==> src/rtl/hv_abist_pkg.sv <==
// hv_abist_pkg: shared state encoding, ADC codes and channel indices for the HV BIST responder
package hv_abist_pkg;
  localparam int CLK_M = 48;
  typedef enum logic [2:0] {ST_IDLE, ST_ARM, ST_FLT, ST_REL, ST_RUN} st_e;
  localparam logic [9:0] ADC_IDLE_CODE    = 10'h000;
  localparam logic [9:0] ADC_BIST_CODE_HI = 10'h200;
  localparam logic [9:0] ADC_BIST_CODE_LO = 10'h1FF;
  localparam logic [9:0] ADC_ERR_CODE     = 10'h3FF;
  localparam logic [9:0] ADC_WIN_LO       = 10'h1F8;
  localparam logic [9:0] ADC_WIN_HI       = 10'h207;
  localparam int CH_OV     = 0;
  localparam int CH_OT     = 1;
  localparam int CH_OPSCOD = 2;
  localparam int CH_OC     = 3;
  localparam int CH_SC     = 4;
  localparam int CH_ADC    = 5;
  function automatic int max2(input int a, input int b);
    return a > b ? a : b;
  endfunction
endpackage

==> src/rtl/hv_abist_rsp_ch.sv <==
// hv_abist_rsp_ch: one emulated fault flag; arms on request, raises after RSP_DLY_CYC, holds REL_DLY_CYC after drop
module hv_abist_rsp_ch
  import hv_abist_pkg::*;
#(
  parameter int RSP_DLY_CYC = 8,
  parameter int REL_DLY_CYC = 4
) (
  input  logic i_clk,
  input  logic i_rst,
  input  logic i_en,
  input  logic i_req,
  input  logic i_mask,
  output logic o_flag,
  output logic o_act_nxt
);
  localparam int CW = $clog2(max2(RSP_DLY_CYC, REL_DLY_CYC) + 1);
  localparam logic [CW-1:0] RSP_M1 = CW'(RSP_DLY_CYC - 1);
  localparam logic [CW-1:0] REL_M1 = CW'(REL_DLY_CYC - 1);
  st_e st, st_nxt;
  logic [CW-1:0] cnt, cnt_nxt, cnt_inc;
  always_comb begin
    st_nxt  = st;
    cnt_nxt = '0;
    cnt_inc = (cnt == '1) ? cnt : cnt + 1'b1;
    unique case (st)
      ST_IDLE: st_nxt = i_req ? ST_ARM : ST_IDLE;
      ST_ARM: begin
        st_nxt  = !i_req ? ST_IDLE : (cnt == RSP_M1) ? ST_FLT : ST_ARM;
        cnt_nxt = cnt_inc;
      end
      ST_FLT: st_nxt = i_req ? ST_FLT : ST_REL;
      ST_REL: begin
        st_nxt  = (cnt == REL_M1) ? ST_IDLE : ST_REL;
        cnt_nxt = cnt_inc;
      end
      default: st_nxt = ST_IDLE;
    endcase
    if (!i_en) begin
      st_nxt  = ST_IDLE;
      cnt_nxt = '0;
    end
  end
  assign o_act_nxt = st_nxt != ST_IDLE;
  // the mask only gates the flag, so busy still reflects the sequencing
  always_ff @(posedge i_clk or posedge i_rst)
    if (i_rst) begin
      st     <= ST_IDLE;
      cnt    <= '0;
      o_flag <= 1'b0;
    end else begin
      st     <= st_nxt;
      cnt    <= cnt_nxt;
      o_flag <= (st_nxt == ST_FLT || st_nxt == ST_REL) && !i_mask;
    end
endmodule

==> src/rtl/hv_abist_rsp.sv <==
// hv_abist_rsp: analog-side responder for HV BIST; five fault flags plus an emulated ADC.
// Define HV_ABIST_RSP_ERR_INJ_EN to add the i_inj_mask error-injection input.
module hv_abist_rsp
  import hv_abist_pkg::*;
#(
  parameter int ADC_DW      = 10,
  parameter int RSP_DLY_CYC = 8,
  parameter int REL_DLY_CYC = 4,
  parameter int ADC_DLY_CYC = 16,
  parameter int ADC_SMP_CYC = 4
) (
  input  logic              i_clk,
  input  logic              i_rst,
  input  logic              i_rsp_en,
  input  logic              i_bist_hv_ov,
  input  logic              i_bist_hv_ot,
  input  logic              i_bist_hv_opscod,
  input  logic              i_bist_hv_oc,
  input  logic              i_bist_hv_sc,
  input  logic              i_bist_hv_adc,
`ifdef HV_ABIST_RSP_ERR_INJ_EN
  input  logic [5:0]        i_inj_mask,
`endif
  output logic              o_hv_vcc_ov,
  output logic              o_hv_ot,
  output logic              o_hv_desat_flt,
  output logic              o_hv_oc,
  output logic              o_hv_scp_flt,
  output logic [ADC_DW-1:0] o_hv_adc_data1,
  output logic [ADC_DW-1:0] o_hv_adc_data2,
  output logic              o_rsp_busy
);
  localparam int AW = $clog2(max2(ADC_DLY_CYC, ADC_SMP_CYC) + 1);
  localparam logic [AW-1:0] DLY_M1 = AW'(ADC_DLY_CYC - 1);
  localparam logic [AW-1:0] SMP_M1 = AW'(ADC_SMP_CYC - 1);
  logic [5:0] mask;
`ifdef HV_ABIST_RSP_ERR_INJ_EN
  assign mask = i_inj_mask;
`else
  assign mask = '0;
`endif
  logic [4:0] req, flag, act_nxt;
  assign req = {i_bist_hv_sc, i_bist_hv_oc, i_bist_hv_opscod, i_bist_hv_ot, i_bist_hv_ov};
  for (genvar i = 0; i < 5; i++) begin : g_ch
    hv_abist_rsp_ch #(.RSP_DLY_CYC(RSP_DLY_CYC), .REL_DLY_CYC(REL_DLY_CYC)) u_ch (
      .i_clk(i_clk), .i_rst(i_rst), .i_en(i_rsp_en), .i_req(req[i]), .i_mask(mask[i]),
      .o_flag(flag[i]), .o_act_nxt(act_nxt[i])
    );
  end
  assign o_hv_vcc_ov    = flag[CH_OV];
  assign o_hv_ot        = flag[CH_OT];
  assign o_hv_desat_flt = flag[CH_OPSCOD];
  assign o_hv_oc        = flag[CH_OC];
  assign o_hv_scp_flt   = flag[CH_SC];
  st_e ast, ast_nxt;
  logic [AW-1:0] acnt, acnt_nxt, acnt_inc;
  logic ph, ph_nxt;
  always_comb begin
    ast_nxt  = ast;
    acnt_nxt = '0;
    ph_nxt   = ph;
    acnt_inc = (acnt == '1) ? acnt : acnt + 1'b1;
    unique case (ast)
      ST_IDLE: begin
        ast_nxt = i_bist_hv_adc ? ST_ARM : ST_IDLE;
        ph_nxt  = 1'b0;
      end
      ST_ARM: begin
        ast_nxt  = !i_bist_hv_adc ? ST_IDLE : (acnt == DLY_M1) ? ST_RUN : ST_ARM;
        acnt_nxt = (acnt == DLY_M1) ? '0 : acnt_inc;
      end
      ST_RUN: begin
        ast_nxt  = i_bist_hv_adc ? ST_RUN : ST_IDLE;
        acnt_nxt = (acnt == SMP_M1) ? '0 : acnt_inc;
        ph_nxt   = (acnt == SMP_M1) ? !ph : ph;
      end
      default: ast_nxt = ST_IDLE;
    endcase
    if (!i_rsp_en) begin
      ast_nxt  = ST_IDLE;
      acnt_nxt = '0;
    end
  end
  // data2 carries the opposite phase, so both samples stay in the window
  always_ff @(posedge i_clk or posedge i_rst)
    if (i_rst) begin
      ast            <= ST_IDLE;
      acnt           <= '0;
      ph             <= 1'b0;
      o_hv_adc_data1 <= ADC_DW'(ADC_IDLE_CODE);
      o_hv_adc_data2 <= ADC_DW'(ADC_IDLE_CODE);
      o_rsp_busy     <= 1'b0;
    end else begin
      ast            <= ast_nxt;
      acnt           <= acnt_nxt;
      ph             <= ph_nxt;
      o_hv_adc_data1 <= ast_nxt != ST_RUN ? ADC_DW'(ADC_IDLE_CODE) : mask[CH_ADC] ? ADC_DW'(ADC_ERR_CODE) :
                        ph_nxt ? ADC_DW'(ADC_BIST_CODE_LO) : ADC_DW'(ADC_BIST_CODE_HI);
      o_hv_adc_data2 <= ast_nxt != ST_RUN ? ADC_DW'(ADC_IDLE_CODE) : mask[CH_ADC] ? ADC_DW'(ADC_ERR_CODE) :
                        ph_nxt ? ADC_DW'(ADC_BIST_CODE_HI) : ADC_DW'(ADC_BIST_CODE_LO);
      o_rsp_busy     <= |act_nxt || ast_nxt != ST_IDLE;
    end
endmodule

==> config.mk <==
export PLATFORM = sky130hd
export DESIGN_NAME = hv_abist_rsp
export DESIGN_NICKNAME = d
export VERILOG_FILES = /design/src/rtl/hv_abist_pkg.sv /design/src/rtl/hv_abist_rsp_ch.sv /design/src/rtl/hv_abist_rsp.sv
export SDC_FILE = /design/constraint.sdc
export NUM_CORES = 1
export LEC_CHECK = 0
export ABC_AREA = 1
export CAP_MARGIN = 20
export CORE_MARGIN = 3
export CORE_UTILIZATION = 52
export DETAILED_ROUTE_END_ITERATION = 10
export PLACE_DENSITY = 0.81
export SLEW_MARGIN = 20
export SYNTH_ARGS = -nofsm -noshare
export SYNTH_HDL_FRONTEND = slang
export SYNTH_HIERARCHICAL = 1
export SYNTH_SLANG_ARGS = --single-unit
==> constraint.sdc <==
create_clock -name i_clk -period 4.35 [get_ports i_clk]
set_clock_uncertainty 0.15 [all_clocks]
set_input_delay 0.435 -clock i_clk [delete_from_list [all_inputs] [get_ports i_clk]]
set_output_delay 0.435 -clock i_clk [all_outputs]
set_load 0.01 [all_outputs]
==> key figures <==
Status
  • Status: finished clean

Clocking
  • Worst-Skew Late Latency: 0.30 ns
  • CTS Buffer Depth: 2
  • Clock-pin slew on the worst setup and hold paths: 0.09 ns
  • CTS Buf Count: 5
  • # hold bufs at CTS: 0
  • CTS root buffer: clkbuf_8
  • Resized cells post-CTS: 0
  • CTS tree: yes
  • Total setup buffers inserted after CTS: 0
  • TritonCTS Sinks: 46
  • H-Tree Depth: 2

Synth
  • Synth area leader: dfrtp_1
  • Most frequent cells after synthesis: nand2_1 (67), inv_1 (59), dfrtp_1 (46)
  • Most common cell in the synthesized netlist: nand2_1
  • Cell Area, Synth: 2676 um^2
  • FFs w/ async S/R, synth: 1.000
  • Post-synth cell types: 27
  • Number of synthesized flops with an enable pin: 0
  • Gate Count Post-Synth: 340
  • Post-synth top area share: 0.4301
  • Avg Synthesized Cell Area: 7.872 um^2
  • Yosys reg bits: 46
  • Post-synthesis sequential area ratio: 0.4301
  • Syn. warnings: 6
  • Largest cells by area after synthesis: dfrtp_1 (43%), nand2_1 (9.4%), inv_1 (8.3%)
  • Post-synth top flop: dfrtp_1

Detailed routing
  • Remaining antenna violation count: 0
  • DRT Wirelength: 4552 um
  • DRT iter0 DRCs: 93
  • Vias per inst: 4.777
  • Mean routed wirelength per cell: 10.46 um
  • DR pass1 iterations: 4
  • Drt drc: 0
  • Via count: 2,078

Pwr
  • Maximum vdd ir drop: 206.9 uV
  • PwrDens: 245.0 nW/um^2
  • Static Leakage: 1.606 nW

Placement
  • GP Congestion: 0.7732
  • I/O Buffers: 34
  • Post-DP HPWL: 3616 um

STA
  • Hold_ws: 0.3788 ns
  • Relative slew slack: 0.4943
  • Number of endpoints failing setup at the final stage: 0
  • Fmax: 491.5 MHz
  • Final Hold Vio Count: 0
  • Final worst path period share: 0.4677
  • Pins Over Slew Limit: 0
  • Slew @ Worst Pin: 0.7562 ns
  • RSZ-0062 raised after global routing: false
  • Final Critical Period: 2.035 ns
  • Final TNS setup: 0 ns

GRT
  • Vias in the first global route: 1,958
  • Initial antenna violation count: 0
  • All-Layer GR Usage: 0.1681
  • Largest net degree at the start of global routing: 18
  • First-pass GRT wire length: 8183 um
  • Remaining Overflow, GRT: 0

Setup path
  • CP startpoint kind: primary input
  • Worst Path Class, Setup: in -> reg
  • Setup crit end kind: flop
  • CP max FO: 17
  • FF-to-FF setup slack: 2.57 ns
  • FF-to-FF path depth: 10
  • WP data arrival: 2.12 ns
  • Reg2reg end: o_rsp_busy$_DFF_PP0_
  • Reg-to-Reg Start: g_ch[2].u_ch/cnt[0]$_DFFE_PP0P_
  • Worst Path Required: 4.44 ns

Floorplanning
  • Die width: 77.74 um
  • Die Ht: 77.74 um
  • Initial Util: 0.5520
  • Io pins: 35
  • Core Area: 4848 um^2
  • Die footprint: 6044 um^2
  • Num rows: 25

Finish
  • Share of layout cells above drive strength 1: 0.1060
  • Layout net count: 386
  • Area occupied by multi-input gates: 1157 um^2
  • N_diodes: 0
  • Fill count: 421
  • Sequential Area: 1151 um^2
  • P&R area growth vs syn: 14.77%

Hold path
  • HP Class: reg -> reg
  • Hold path endpoint: g_ch[3].u_ch/cnt[2]$_DFFE_PP0P_
  • Min-Delay Startpoint: g_ch[3].u_ch/cnt[2]$_DFFE_PP0P_
  • Hold Path Cell Cnt: 1

Job
  • Max Cap Viol: 0
-- power breakdown --
part / internal (W) / total, W / switching (W)
sequential: 0.000433 / 0.000439 / 0.00000559
combinational: 0.0000179 / 0.0000484 / 0.0000305
clock: 0.000128 / 0.000265 / 0.000137
-- metal layers --
layer	GRT usage	wire, um
met1	0.2038	2054
met2	0.2842	2213
met3	0.03944	204
met4	0.07295	79
met5	0	0
-- cell usage in the layout, fill, tap and decap left out, types with 5 or more instances in the layout --
cell type / n
a211oi_1: 11
a21oi_1: 13
clkbuf_8: 6
clkdlybuf4s50_1: 34
conb_1: 5
dfrtp_1: 46
ha_1: 10
inv_1: 59
inv_2: 7
nand2_1: 67
nand2_2: 5
nand3_1: 30
nand3_2: 5
nor2_1: 30
nor2_2: 6
nor2_4: 6
o21a_1: 5
o21ai_0: 11
-- worst max-delay path, stage by stage --
cell,delay (ns)
clkdlybuf4s50_1,0.96
nand2_1,0.13
nor2_1,0.21
nand2_1,0.09
a21oi_2,0.13
nand2_1,0.08
nor2_1,0.08
-- per-stage QoR --
step / cells / util / total power (W) / cell area (um^2) / setup slack, ns
global route: 435 / 0.6335 / 0.0007895 / 3072 / 2.191
global placement: 427 / 0.6147 / 0.0004951 / 2980 / 2.126
detailed placement: 427 / 0.6147 / 0.0004969 / 2980 / 2.015
finish: 435 / 0.6335 / 0.0007527 / 3072 / 2.315
floorplan: 344 / - / 0.0004763 / 2691 / 2.719
CTS: 435 / 0.6335 / 0.0007625 / 3072 / 2.336
-- flip-flops by register name, summed over array words and instances (netlist names) --
signal and flops:
g_ch.u_ch/cnt 20, g_ch.u_ch/st 10, ast 2, o_rsp_busy 1, g_ch.u_ch/o_flag 5, o_hv_adc_data1 2, acnt 5, ph 1
-- layout make-up --
class / instances / share of cell area
inverters: 66 / 0.08065
multi-input cells: 214 / 0.3768
clock inverters: 1 / 0.001629
clock buffers: 7 / 0.02811
repair buffers: 34 / 0.1108
well taps: 67 / 0.02729
flip-flops and latches: 46 / 0.3747
-- how the worst max path moves through the flow --
| stage | cells after the start | end | startpoint | slack, ns |
|---|---|---|---|---|
| 2_1_floorplan | 10 | o_rsp_busy$_DFF_PP0_ | g_ch[3].u_ch/cnt[0]$_DFFE_PP0P_ | 2.72 |
| 3_3_place_gp | 7 | o_hv_adc_data1[9]$_DFF_PP0_ | i_rsp_en | 2.13 |
| 3_5_place_dp | 7 | o_hv_adc_data1[8]$_DFF_PP0_ | i_rsp_en | 2.02 |
| 4_1_cts | 7 | o_hv_adc_data1[8]$_DFF_PP0_ | i_rsp_en | 2.34 |
| 5_1_grt | 7 | o_hv_adc_data1[8]$_DFF_PP0_ | i_rsp_en | 2.19 |
| 6_report | 7 | o_hv_adc_data1[8]$_DFF_PP0_ | i_rsp_en | 2.32 |
-- cells by family (layout without fill, tap and decap cells) --
group | count (synthesis) | count (layout) | share of synthesized area
AOI/OAI and AO/OA | 42 | 42 | 0.09490
other | 1 | 5 | 0.001401
adders and majority gates | 10 | 10 | 0.04675
buffers and inverters | 84 | 108 | 0.1431
DFF | 46 | 46 | 0.4301
and+or+nand+nor | 156 | 156 | 0.2805
xor gates and xnor gates | 1 | 1 | 0.003273
No activity file was read; power rests on OpenSTA's default activity.
